## src/rtl/connect_pkg.sv

```systemverilog
// Shared constants and FSM encoding for the pooled-window serializer and its byte-select mux.
package connect_pkg;
   localparam int N_ELEM = 9;
   localparam int DW     = 8;
   localparam int CNT_W  = 4;
   localparam int N_WIN  = 16;
   localparam int WIN_W  = $clog2(N_WIN);

   localparam logic [CNT_W-1:0] LAST_IDX = CNT_W'(N_ELEM - 1);
   localparam logic [WIN_W-1:0] LAST_WIN = WIN_W'(N_WIN - 1);

   typedef enum logic {
      ST_IDLE   = 1'b0,
      ST_STREAM = 1'b1
   } state_t;
endpackage

```

## src/rtl/connect_pool_serializer.sv

```systemverilog
// Serializes one latched 3x3 pooled window into bytes, first byte the cycle after accept.
// out_ready low freezes the beat; a new window is accepted on the final-beat handshake with no bubble.
module connect_pool_serializer
   import connect_pkg::*;
(
   input  logic                 clk,
   input  logic                 rst,
   input  logic                 pool_valid,
   output logic                 pool_ready,
   input  logic [N_ELEM*DW-1:0] pool_lin,
   output logic [N_ELEM*DW-1:0] pool_buf,
   output logic [CNT_W-1:0]     cnt,
   input  logic [DW-1:0]        mux_data,
   output logic                 out_valid,
   input  logic                 out_ready,
   output logic [DW-1:0]        out_data,
   output logic                 out_last,
   output logic                 out_flast,
   output logic                 frame_done
);
   state_t           state;
   logic [WIN_W-1:0] win_cnt;

   assign out_valid  = (state == ST_STREAM);
   assign out_data   = mux_data;
   assign out_last   = (state == ST_STREAM) && (cnt == LAST_IDX);
   assign out_flast  = out_last && (win_cnt == LAST_WIN);
   assign pool_ready = (state == ST_IDLE) || (out_last && out_ready);

   always_ff @(posedge clk) begin
      if (rst) begin
         state      <= ST_IDLE;
         pool_buf   <= '0;
         cnt        <= '0;
         win_cnt    <= '0;
         frame_done <= 1'b0;
      end else begin
         frame_done <= 1'b0;
         case (state)
            ST_IDLE: begin
               if (pool_valid) begin
                  pool_buf <= pool_lin;
                  cnt      <= '0;
                  state    <= ST_STREAM;
               end
            end
            ST_STREAM: begin
               if (out_ready) begin
                  if (cnt == LAST_IDX) begin
                     cnt        <= '0;
                     win_cnt    <= (win_cnt == LAST_WIN) ? '0 : win_cnt + 1'b1;
                     frame_done <= (win_cnt == LAST_WIN);
                     // Reload on the final beat keeps back-to-back windows bubble-free.
                     if (pool_valid) begin
                        pool_buf <= pool_lin;
                     end else begin
                        state <= ST_IDLE;
                     end
                  end else begin
                     cnt <= cnt + 1'b1;
                  end
               end
            end
            default: state <= ST_IDLE;
         endcase
      end
   end
endmodule
```

## config.mk

```make
export PLATFORM = sky130hd
export DESIGN_NAME = connect_pool_serializer
export DESIGN_NICKNAME = d
export VERILOG_FILES = /design/src/rtl/connect_pkg.sv /design/src/rtl/connect_pool_serializer.sv
export SDC_FILE = /design/constraint.sdc
export NUM_CORES = 1
export LEC_CHECK = 0
export BUFFER_PORTS_ARGS = -buffer_cell sky130_fd_sc_hd__buf_2
export CAP_MARGIN = 0
export CORE_UTILIZATION = 46
export CTS_CLUSTER_DIAMETER = 120
export DETAILED_ROUTE_END_ITERATION = 12
export PLACE_DENSITY_LB_ADDON = 0.25
export SYNTH_ARGS = -nofsm -noshare
export SYNTH_HDL_FRONTEND = slang
export SYNTH_SLANG_ARGS = --single-unit
```

## constraint.sdc

```tcl
create_clock -name clk -period 1.3 [get_ports clk]
set_input_delay 0.26 -clock clk [delete_from_list [all_inputs] [get_ports clk]]
set_output_delay 0.26 -clock clk [all_outputs]
set_load 0.02 [all_outputs]
```

==> run summary <==
Buffers inserted to repair hold after CTS numbered 0. At the end of routability-driven placement, the weighted congestion stood at 0.758. The initial core utilization came out at 47.8%. The count of non-filler cells in the finished layout came out at 871. Among all flip-flop cells after synthesis, the most frequent one is sky130_fd_sc_hd__dfxtp_1. The total wire length came out at 17400 um. The switching power summed over all nets came out at 2.06 mW. The worst setup path startpoint is cnt[0]$_SDFFE_PP0P_.

The die outline height came out at 106 um. The final clock period utilization by the worst path came out at 132%. The detailed-route via count came out at 5734. The overall power is 6.38 mW. The largest buffer count on any clock path is 2.

The count of nets after finishing came out at 817. Compared with the post-synthesis result, the final layout area differs by 52.7%. The critical path endpoint category is an output pin. The maximum level of the CTS H-tree is 3. The async set or reset register ratio after synthesis is 0%. The leftover overflow at the end of global routing is 0. The post-synthesis net count came out at 671. Detailed placement finished with a half-perimeter wire length of 9140 um.

The tightest min-delay check is of the in2reg type. The most common cell in the synthesized netlist is sky130_fd_sc_hd__dfxtp_1. CTS placed an instance of sky130_fd_sc_hd__clkbuf_8 at the clock tree root. In this run the tightest slew margin relative to its limit is 68.7%. The cell area after technology mapping is 4980 um^2. The worst setup path is launched from a register. The shortest clock period the worst path allows after layout came out at 1.71 ns. The detailed-route DRC error count is 0. The first-pass iteration count of the detailed router is 5. The floorplan step set the die width to 106 um. 173 I/O pins were placed. At the pin with the least slew margin, the transition time is 0.469 ns.

The first-pass GRT wire length came out at 27500 um. The max-capacitance violation count is 0. The cell count after synthesis came out at 584. The largest total area in the synthesized netlist belongs to sky130_fd_sc_hd__dfxtp_1. IR analysis of the VDD net gives a maximum drop of 0.000499 V. After synthesis, the cell types taking the most area are sky130_fd_sc_hd__dfxtp_1, sky130_fd_sc_hd__nand4b_1, sky130_fd_sc_hd__o311ai_1. The number of standard-cell rows in the floorplan is 37.

The start-to-end type of the worst setup path is reg2out. The number of clock sinks came out at 82. The data required time of the worst path came out at 1.04 ns. After synthesis, the mean cell area works out to 8.53 um^2.

Timing would allow up to 0.585 GHz. The total negative setup slack came out at -18.69 ns. Setup repair after global routing could not meet its margin everywhere. Net switching is 32.2% of the power.

The clock slew at the register clock pins of the worst setup and hold paths came out at 0.09 ns. The detail-routed via count per cell is 6.58. The total of flip-flops plus latches after synthesis came out at 82. The worst endpoint data arrival time came out at 1.45 ns.

The count of different cell masters after synthesis is 33. The later pin in the worst-skew pair is clocked with a latency of 0.37 ns. In this run the critical register-to-register path is launched from cnt[0]$_SDFFE_PP0P_. The wire length per cell after detailed routing is 20.0 um. The die covers 11200 um^2.

Along the worst path, the maximum fanout reaches 3. Setup violations remaining at the end of the flow were counted as 78. The residual antenna-violating net count after detailed routing came out at 0. The via count of the first global-routing pass is 5581. The final number of hold-violating endpoints came to 0. The clock group share of total power is 31.1%. The clock tree from TritonCTS is built.

0 antenna diodes ended up in the layout. The final reports fail on setup timing. Entering global routing, the biggest net connects 91 pins. For this run, the number of Yosys warnings is 0.

By count the netlist is led by sky130_fd_sc_hd__dfxtp_1, sky130_fd_sc_hd__nand2_1, sky130_fd_sc_hd__nand4b_1, sky130_fd_sc_hd__a31oi_1, sky130_fd_sc_hd__nor3b_1. The number of pins exceeding their max-slew limit in the final report came out at 0. The startpoint identified for the worst hold timing path is pool_lin[0].

Global routing used 30.2% of the available tracks. The initial antenna violation count is 0. After synthesis, flip-flops and latches occupy 33.0% of the total area. The flow ran to the end, but the final reports show violations. The number of DRC markers in iteration 0 came out at 571. The count of input and output buffers is 156. The power per unit of standard cell area came out at 839 nW/um^2. The fraction of layout instances using a drive strength above 1 is 43.8%.

The combinational cell fraction of total power is 25.0%. Setup slack on the critical path of the routed design comes to -0.411 ns. The leakage power is 3.22 nW. Summed over its instances, the top area cell type makes up 33.0% of the synthesized netlist area. The number of cells after detailed placement came out at 825.

The portion of total power attributed to sequential cells came out at 44.0%. The worst clock skew on the final layout is 0.0121 ns. The internal portion of the total power is 4.33 mW. The total clock buffers created by CTS came out at 9. The core region is 10400 um^2.

The count of flip-flops with a built-in enable after synthesis is 0.
layout by cell type (no fill, tap or decap), types with 3 or more instances in the layout:
| cell type | n |
|---|---|
| sky130_fd_sc_hd__clkbuf_1 | 3 |
| sky130_fd_sc_hd__dfxtp_4 | 3 |
| sky130_fd_sc_hd__o311ai_2 | 39 |
| sky130_fd_sc_hd__buf_8 | 5 |
| sky130_fd_sc_hd__o311ai_4 | 24 |
| sky130_fd_sc_hd__nor3b_1 | 72 |
| sky130_fd_sc_hd__a21oi_1 | 4 |
| sky130_fd_sc_hd__nand4b_1 | 75 |
| sky130_fd_sc_hd__a31oi_1 | 74 |
| sky130_fd_sc_hd__buf_2 | 151 |
| sky130_fd_sc_hd__o311ai_1 | 9 |
| sky130_fd_sc_hd__buf_6 | 12 |
| sky130_fd_sc_hd__nand3_1 | 5 |
| sky130_fd_sc_hd__buf_12 | 20 |
| sky130_fd_sc_hd__buf_16 | 14 |
| sky130_fd_sc_hd__buf_4 | 21 |
| sky130_fd_sc_hd__clkbuf_8 | 11 |
| sky130_fd_sc_hd__dfxtp_1 | 77 |
| sky130_fd_sc_hd__nand2_1 | 77 |
area by class of cell:
type / count / area, um^2
sequential: 82 / 1660
clock buffer: 14 / 163
multi-input combinational: 406 / 3590
inverter: 6 / 27.5
fill: 734 / 2810
clock inverter: 2 / 35.0
timing repair buffer: 225 / 1970
tap: 136 / 170
cells by family (layout without fill, tap and decap cells):
family | after synthesis | in the layout | share of synthesized area, %
flip-flops | 82 | 82 | 33.0
multiplexers | 1 | 1 | 0.201
AO/OA/AOI/OAI | 159 | 159 | 23.6
AND/OR/NAND/NOR | 243 | 243 | 32.0
buffers and inverters | 96 | 247 | 10.5
adder cells (fa/ha/maj) | 3 | 3 | 0.754
per-stage QoR:
stage	area, um^2	hold slack (ns)	worst slack, ns	utilization [%]
after detailed placement	5940	0.496	-0.161	57.0
after floorplan	5020	0.419	-0.0893	-
final	7610	0.150	-0.411	73.0
after CTS	7490	0.140	-0.424	71.9
after global routing	7610	0.163	-0.462	73.0
after global placement	5940	0.485	-0.0420	57.0
power groups by stage:
stage	Combinational [mW]	Sequential (mW)	Clock, mW
finish	1.59	2.81	1.98
global route	1.69	2.83	2.08
detailed placement	1.34	2.86	0
floorplan	0.671	3.05	0
global placement	1.29	2.85	0
CTS	1.50	2.80	1.98
layer usage:
layer	share of wire [%]	global-route usage, %	wire [um]	vias to the layer above
li1	-	-	-	2603
met1	41	38.1	7180	2822
met2	49	49.1	8520	261
met3	6.9	6.38	1200	48
met4	2.9	14.4	510	0
met5	0	0	0	-
what timing repair did:
item / CTS / global route
pin swaps: 38 / 13
gates cloned: 19 / 1
resized for setup: 118 / 31
buffers inserted: 13 / 3
endpoints found under the setup margin: 79 / 83
worst max-delay path: stages, from the launching register on:
cell                       delay [ns]
sky130_fd_sc_hd__dfxtp_4         0.35
sky130_fd_sc_hd__inv_4           0.06
sky130_fd_sc_hd__ha_4            0.14
sky130_fd_sc_hd__nand3b_1        0.09
sky130_fd_sc_hd__or2_4           0.25
sky130_fd_sc_hd__nor2_4          0.08
sky130_fd_sc_hd__buf_6           0.12
registers in the layout, indices dropped and copies added, names as in the netlist:
| register | count |
|---|---|
| pool_buf | 72 |
| win_cnt | 4 |
| out_valid | 1 |
| cnt | 4 |
| frame_done | 1 |
worst paths after layout:
check / endpoint / depth (start not counted) / slack [ns]
worst max register to register: pool_buf[17]$_SDFFE_PP0P_ / 9 / -0.36
worst min-delay path: pool_buf[0]$_SDFFE_PP0P_ / 3 / 0.15
worst max-delay path: out_flast / 6 / -0.41
worst min register to register: win_cnt[1]$_SDFFE_PP0P_ / 2 / 0.50
Note: power is estimated with default switching activity, not from simulation.
